==> src/rtl/uart_tx_if.sv <==
// Handshake bundle between a byte producer and the UART transmitter.
// The master drives requests; the transmitter (slave) returns the line and status.
interface uart_tx_if;
    logic       tx_start;
    logic [7:0] tx_data;
    logic       tx;
    logic       tx_busy;
    logic       donetx;

    modport master (output tx_start, tx_data, input tx, tx_busy, donetx);
    modport slave  (input tx_start, tx_data, output tx, tx_busy, donetx);
endinterface

==> src/rtl/uart_tx.sv <==
// UART transmitter: start bit, 8 data bits LSB first, optional parity, 1 or 2 stop bits.
// Bit timing comes from a clock-enable counter on clk; every output is registered.
module uart_tx #(
    parameter int clk_freq   = 1000000,
    parameter int baud_rate  = 9600,
    parameter bit parity_en  = 1'b0,
    parameter bit parity_odd = 1'b0,
    parameter int stop_bits  = 1
) (
    input  logic     clk,
    input  logic     rst,
    uart_tx_if.slave bus
);

    localparam int CPB  = clk_freq / baud_rate;
    localparam int CNTW = $clog2(CPB);

    typedef enum logic [2:0] {
        IDLE,
        START,
        DATA,
        PARITY,
        STOP
    } state_t;

    state_t            state_q, state_d;
    logic [CNTW-1:0]   baudCnt_q, baudCnt_d;
    logic [2:0]        bitIdx_q, bitIdx_d;
    logic [7:0]        shreg_q, shreg_d;
    logic              parity_q, parity_d;
    logic              tx_q, tx_d;
    logic              busy_q, busy_d;
    logic              done_q, done_d;
    logic              lastTick;

    assign lastTick = (baudCnt_q == CNTW'(CPB - 1));

    always_ff @(posedge clk) begin
        if (rst) begin
            state_q   <= IDLE;
            baudCnt_q <= '0;
            bitIdx_q  <= '0;
            shreg_q   <= '0;
            parity_q  <= 1'b0;
            tx_q      <= 1'b1;
            busy_q    <= 1'b0;
            done_q    <= 1'b0;
        end else begin
            state_q   <= state_d;
            baudCnt_q <= baudCnt_d;
            bitIdx_q  <= bitIdx_d;
            shreg_q   <= shreg_d;
            parity_q  <= parity_d;
            tx_q      <= tx_d;
            busy_q    <= busy_d;
            done_q    <= done_d;
        end
    end

    // Parity is taken from the byte at acceptance, so later tx_data changes cannot leak in.
    // bitIdx doubles as the stop-bit counter once the data bits are out.
    always_comb begin
        state_d   = state_q;
        baudCnt_d = baudCnt_q;
        bitIdx_d  = bitIdx_q;
        shreg_d   = shreg_q;
        parity_d  = parity_q;
        done_d    = 1'b0;
        tx_d      = 1'b1;

        if (state_q != IDLE) begin
            baudCnt_d = lastTick ? '0 : baudCnt_q + 1'b1;
        end

        case (state_q)
            IDLE: begin
                if (bus.tx_start) begin
                    state_d   = START;
                    shreg_d   = bus.tx_data;
                    parity_d  = (^bus.tx_data) ^ parity_odd;
                    baudCnt_d = '0;
                    bitIdx_d  = '0;
                end
            end
            START: begin
                if (lastTick) state_d = DATA;
            end
            DATA: begin
                if (lastTick) begin
                    shreg_d = {1'b0, shreg_q[7:1]};
                    if (bitIdx_q == 3'd7) begin
                        bitIdx_d = '0;
                        state_d  = parity_en ? PARITY : STOP;
                    end else begin
                        bitIdx_d = bitIdx_q + 1'b1;
                    end
                end
            end
            PARITY: begin
                if (lastTick) state_d = STOP;
            end
            STOP: begin
                if (lastTick) begin
                    if (bitIdx_q == 3'(stop_bits - 1)) begin
                        state_d  = IDLE;
                        bitIdx_d = '0;
                        done_d   = 1'b1;
                    end else begin
                        bitIdx_d = bitIdx_q + 1'b1;
                    end
                end
            end
            default: state_d = IDLE;
        endcase

        case (state_d)
            START:   tx_d = 1'b0;
            DATA:    tx_d = shreg_d[0];
            PARITY:  tx_d = parity_d;
            default: tx_d = 1'b1;
        endcase
    end

    assign busy_d      = (state_d != IDLE);
    assign bus.tx      = tx_q;
    assign bus.tx_busy = busy_q;
    assign bus.donetx  = done_q;

endmodule
==> src/flat_wrapper.sv <==
// flat-port wrapper written by rule: the top's interface ports become plain ports
module uart_tx_flat 
#(
    parameter int clk_freq   = 1000000,
    parameter int baud_rate  = 9600,
    parameter bit parity_en  = 1'b0,
    parameter bit parity_odd = 1'b0,
    parameter int stop_bits  = 1
)
  (clk, rst, bus_tx_start, bus_tx_data, bus_tx, bus_tx_busy, bus_donetx);
  uart_tx_if bus_i ();
  input  logic clk;
  input  logic rst;
  input wire logic [$bits(bus_i.tx_start)-1:0] bus_tx_start;
  input wire logic [$bits(bus_i.tx_data)-1:0] bus_tx_data;
  output wire logic [$bits(bus_i.tx)-1:0] bus_tx;
  output wire logic [$bits(bus_i.tx_busy)-1:0] bus_tx_busy;
  output wire logic [$bits(bus_i.donetx)-1:0] bus_donetx;
  assign bus_i.tx_start = bus_tx_start;
  assign bus_i.tx_data = bus_tx_data;
  assign bus_tx = bus_i.tx;
  assign bus_tx_busy = bus_i.tx_busy;
  assign bus_donetx = bus_i.donetx;
  uart_tx #(.clk_freq(clk_freq), .baud_rate(baud_rate), .parity_en(parity_en), .parity_odd(parity_odd), .stop_bits(stop_bits)) u_core (.clk(clk), .rst(rst), .bus(bus_i));
endmodule
==> config.mk <==
export PLATFORM = sky130hd
export DESIGN_NAME = uart_tx_flat
export DESIGN_NICKNAME = d
export VERILOG_FILES = /design/src/rtl/uart_tx_if.sv /design/src/rtl/uart_tx.sv /design/src/flat_wrapper.sv
export SDC_FILE = /design/constraint.sdc
export NUM_CORES = 1
export LEC_CHECK = 0
export BUFFER_PORTS_ARGS = -buffer_cell sky130_fd_sc_hd__buf_2
export CAP_MARGIN = 15
export CORE_ASPECT_RATIO = 1.4
export CORE_MARGIN = 2
export CORE_UTILIZATION = 40
export DETAILED_ROUTE_END_ITERATION = 16
export PLACE_DENSITY_LB_ADDON = 0.12
export SLEW_MARGIN = 20
export SYNTH_ARGS = -nofsm -noshare
export SYNTH_HDL_FRONTEND = slang
export SYNTH_SLANG_ARGS = --single-unit
==> constraint.sdc <==
create_clock -name clk -period 1.85 [get_ports clk]
set_input_delay 0.555 -clock clk [delete_from_list [all_inputs] [get_ports clk]]
set_output_delay 0.555 -clock clk [all_outputs]
set_load 0.05 [all_outputs]
---- Word-level counts from Yosys, hierarchy flattened ----
Index checks and enable logic that the tools add are counted.
operators by class
  add/sub/neg operators ................... 2
  equal/unequal tests ..................... 12
  multiplexer cells ....................... 25
  bitwise logic cells ..................... 2
  reductions and logical operators ........ 10
operators by type and width
  kind                   number
  $mux W3                12
  $mux W7                4
  $mux W8                2
  $pmux W8 S2            1
  $pmux W3 S5            1
  $eq A3 B2 Y1 const B   4
  $pmux W3 S3            1
  $reduce_bool A3 Y1     3
  $reduce_xor A8 Y1      1
  $add A7 B1 Y7 const B  1
  $eq A7 B7 Y1 const B   1
  $eq A3 B1 Y1 const B   2
  $eq A3 B3 Y1 const B   2
  $logic_not A3 Y1       2
  $ne A2 B1 Y1 const B   2
  $reduce_and A4 Y1      1
  $add A3 B1 Y3 const B  1
  $mux W1                3
  $pmux W1 S3            1
  $reduce_and A3 Y1      1
  $reduce_or A3 Y1       1
  $ne A2 B2 Y1 const B   1
  $not A1 Y1             2
  $reduce_bool A2 Y1     1
word-level totals
  bits in registers ....................... 25
  input port bits ......................... 11
  output and inout port bits .............. 3

---- Logic depth before layout (Yosys ltp) ----
  depth after elaboration ................. 6
  depth in mapped cells ................... 8
  gate-level depth less buffers ........... 7

---- Worst setup path before layout ----
OpenSTA, ideal clock, no wires.
  kind .................................... register to register
  start ................................... reg u_core.baudCnt_q[0]
  end ..................................... reg u_core.tx_q, in the netlist u_core.bus.tx
  arrival ................................. 1,590 ps
  data required time ...................... 1,730 ps
  setup slack ............................. 140 ps
  stages on the path, launching flop included .. 9
  buffers on the path ..................... 2
  cells stage by stage .................... dfxtp_1 ha_1 and3_1 buf_2 and4_1 buf_2 a22oi_1 o311a_1 o21bai_2
between the ends
  cells in the longest elaborated chain, start to end .. 5
  elaborated cells on any way between the ends .. 12
  classes of those cells .................. eq/ne: 4; mux: 8
RTL lines
  what                                                 RTL line        text
  start, declared                                      uart_tx.sv:27   logic [CNTW-1:0] baudCnt_q, baudCnt_d;
  start signal, assigned                               uart_tx.sv:50   baudCnt_q <= baudCnt_d;
  $eq A7 B7 Y1 (*)                                     uart_tx.sv:36   assign lastTick = (baudCnt_q == CNTW'(CPB - 1));
  $mux W3 (on tied branches)                           n/a
  $pmux W3 S5                                          uart_tx.sv:75   case (state_q)
  $eq A3 B2 Y1 / $eq A3 B1 Y1 (equally long branches)  uart_tx.sv:116  case (state_d)
  $pmux W1 S3 (*)                                      uart_tx.sv:116
  end signal, assigned                                 uart_tx.sv:54   tx_q <= tx_d;
  end, declared                                        uart_tx.sv:31   logic tx_q, tx_d;
Mark *: on every way between the ends. The rest lies on a longest branch, timed or not. The select of a mux whose other input is x is not followed.
A chain may end at the register's enable or synchronous reset.

---- Worst setup path in the final report ----
  start ................................... reg u_core.baudCnt_q[0]
  end ..................................... reg u_core.baudCnt_q[5]
between the ends
  cells in the longest elaborated chain, start to end .. 5
  elaborated cells on any way between the ends .. 6
  classes of those cells .................. add/sub: 1; eq/ne: 1; mux: 4
RTL lines
  what                                                  RTL line                      text
  $add A7 B1 Y7 / $eq A7 B7 Y1 (equally long branches)  uart_tx.sv:72, uart_tx.sv:36
  $mux W7 (*)                                           uart_tx.sv:72                 baudCnt_d = lastTick ? '0 : baudCnt_q + 1'b1;
  $mux W7 (*)                                           uart_tx.sv:71                 if (state_q != IDLE) begin
  $mux W7                                               uart_tx.sv:77                 if (bus.tx_start) begin
  $mux W7 (*)                                           uart_tx.sv:75
Mark *: on every way between the ends. The rest lies on a longest branch, timed or not.

==> results.json <==
{
  "ant_nets": 0,
  "min_from": "u_core.shreg_q[1]",
  "num_vias": 1198,
  "ys_seq_area_share_pct": 37.4,
  "die_w_microns": 52.9,
  "core_sq_um": 3150,
  "gp_congestion": 0.783,
  "cts_setup_buffers": 0,
  "ys_warn_count": 0,
  "seqPwrFrac_pct": 54.1,
  "postSynthAreaPerCell_sq_um": 8.41,
  "wl_per_cell_microns": 13.2,
  "critPathLaunchType": "flop",
  "rrSetupSlack_ns": 0.12,
  "drive_gt1_share_pct": 17.8,
  "fin_setup_tns_ns": 0,
  "cpMaxStageDelayCell": "a21oi_1",
  "drc_errors": 0,
  "fin_crit_ns": 1.73,
  "cellLeakagePower_nw": 0.573,
  "cts_sinks": 25,
  "arrival_ns": 1.90,
  "p_sw_share_pct": 26.3,
  "diodes": 0,
  "synth_edf_count": 0,
  "final_util_pct": 47.8,
  "hpwl_mm": 2.09,
  "power.density_nw_per_um2": 701,
  "syn-num-nets": 174,
  "crit_family": "compound AO/OA/AOI/OAI gates",
  "worstPathRequired_ns": 2.03,
  "worstSetupPathType": "flop to flop",
  "critPathMaxFanout": 9,
  "synth_seq_cells": 25,
  "drv_slew": 0,
  "ios": 14,
  "switching_power_mw": 0.278,
  "hold_ws_ns": 0.462,
  "synth_cells": 159,
  "syn2layout_area_growth_pct": 12.7,
  "status": "complete, no violations",
  "io_buffers": 13,
  "drt-met1-wl_mm": 1.25,
  "slew_headroom_pct": 69.5,
  "power_frac_clock_pct": 30.7,
  "dp_cells": 209,
  "clockBufferDepth": 2,
  "hold_path_class": "flop to flop",
  "drtIter0Drc": 28,
  "crit_buf_inv": 0,
  "totalWireLength_mm": 2.80,
  "initial_utilization_pct": 42.4,
  "fin_skew_ns": 0.00180,
  "cp_cell_sequence": "ha_1, and3_2, a21oi_1, o21ai_0, a311oi_1",
  "clk_latency_ns": 0.27,
  "max_freq_ghz": 0.579,
  "crit_start": "u_core.baudCnt_q[0]",
  "cpPeakStageDelay_ns": 0.38,
  "synth_top_area_share_pct": 37.4,
  "cts_tree": "done",
  "internal_power_mw": 0.778,
  "grt_pass1_vias": 1186,
  "synth.largest_area_cell": "dfxtp_1",
  "die_y_microns": 72.4,
  "routed-wl-met2_mm": 1.46,
  "grt_pass1_wl_mm": 4.95,
  "clk_pin_slew_ns": 0.09,
  "wl_met3_microns": 64,
  "antenna_found_initial": 0,
  "htreeDepth": 1,
  "layout.nets": 190,
  "rsz0062_at_grt": "no",
  "vdd_drop_max_mv": 0.478,
  "fin_crit_sh_pct": 93.4,
  "worst_pin_slew_ns": 0.457,
  "maxCapViolCount": 0,
  "syn_area_sq_um": 1340,
  "cp-end-kind": "flop",
  "num_rows": 24,
  "firstDrtPassIters": 4,
  "grt_max_degree": 27,
  "fin_cells": 213,
  "synth_cell_types": 43,
  "grt_overflow": 0,
  "die_area_sq_um": 3830,
  "cts_root_buf": "clkbuf_8",
  "highest_layer": "met4",
  "cts_hold_buf": 0,
  "cts_buffers": 3,
  "synth.area.top_cells": "dfxtp_1 37%, a21oi_1 6.4%, nand2_1 4.2%",
  "ys.flop_type": "dfxtp_1",
  "track_usage_pct": 16.5,
  "setup_viol": 0,
  "reg2reg_from": "u_core.baudCnt_q[0]",
  "fillers": 331,
  "hold_viol_final": 0,
  "async_flop_share_pct": 0,
  "viasPerCell": 5.62,
  "combPwrFrac_pct": 15.2
}
[worst min-delay path: stages (launching register included)]
cell and delay, ns:
dfxtp_1 0.32, nand2_1 0.05, a21oi_1 0.05
[sequential cells by signal, summed over array words and instances, names as in the netlist]
name / count
u_core.baudCnt_q: 7
u_core.bitIdx_q: 3
u_core.bus.donetx: 1
u_core.bus.tx: 1
u_core.bus.tx_busy: 1
u_core.parity_q: 1
u_core.shreg_q: 8
u_core.state_q: 3
[Yosys cell counts, types with 3 or more instances]
cell type / n
xnor2_1: 6
o21ai_0: 5
dfxtp_1: 25
a311oi_1: 4
nand2_1: 15
a21oi_1: 17
nor2_1: 12
clkbuf_1: 4
inv_1: 6
nand2b_1: 7
ha_1: 4
a31oi_1: 5
buf_2: 5
a22oi_1: 7
nand3_1: 3
[power by group through the flow]
stage | Clock (mW) | Sequential [mW] | Combinational [mW]
finish | 0.324 | 0.572 | 0.161
global route | 0.361 | 0.575 | 0.179
global placement | 0 | 0.584 | 0.159
CTS | 0.333 | 0.572 | 0.163
floorplan | 0 | 0.595 | 0.105
detailed placement | 0 | 0.585 | 0.163
[cell type report]
cell class / instances / area [sq um] / share of cell area [%]
repair buffers: 21 / 125 / 8.30
clock buffers: 3 / 41.3 / 2.74
clock inverters: 1 / 5.00 / 0.332
multi-input cells: 118 / 764 / 50.7
inverters: 6 / 22.5 / 1.49
flip-flops and latches: 25 / 500 / 33.2
well taps: 39 / 48.8 / 3.24
[repair_timing]
action                                 4_1_cts  5_1_grt
setup endpoints to repair                    0        3
resized for setup                            0        1
endpoints found under the hold margin        0        0
[per-layer routing]
metal	track usage [%]	up-vias
li1	-	606
met1	19.8	573
met2	28.9	15
met3	2.47	4
met4	5.98	0
met5	0	-
[logic make-up after synthesis]
| family | after synthesis | synth area share (%) |
|---|---|---|
| buffers and inverters | 16 | 5.52 |
| xor gates and xnor gates | 7 | 4.58 |
| DFF | 25 | 37.4 |
| AOI/OAI and AO/OA | 50 | 25.4 |
| and+or+nand+nor | 56 | 22.5 |
| adders and majority gates | 4 | 3.74 |
| muxes | 1 | 0.748 |
[placed cells by master, fill, tap and decap left out, types with 2 or more instances in the layout]
cell type / count
nor2_1: 12
buf_4: 8
a31oi_1: 5
o21ai_0: 5
clkbuf_8: 3
a21oi_1: 17
nand2_1: 15
nor3_1: 2
dfxtp_1: 25
nor2b_1: 2
a311oi_1: 4
o211a_1: 2
nand2b_1: 7
buf_2: 13
inv_1: 6
nor3b_1: 2
a22oi_1: 7
xnor2_1: 6
nand3_1: 3
a211oi_1: 2
ha_1: 4
nand4_1: 2
[through the flow]
step	power (mW)	worst slack (ns)	cell area [sq um]
finish	1.06	0.122	1510
global route	1.11	0.0139	1510
CTS	1.07	0.102	1510
detailed placement	0.748	0.140	1460
global placement	0.743	0.184	1460
floorplan	0.700	0.140	1340
[worst paths after layout]
check / end / cells past startpoint
hold / removal: u_core.shreg_q[1] / 2
setup reg to reg: u_core.baudCnt_q[5] / 5
setup / recovery: u_core.baudCnt_q[5] / 5
hold reg to reg: u_core.shreg_q[1] / 2
Power figures use the tool's default switching activity.
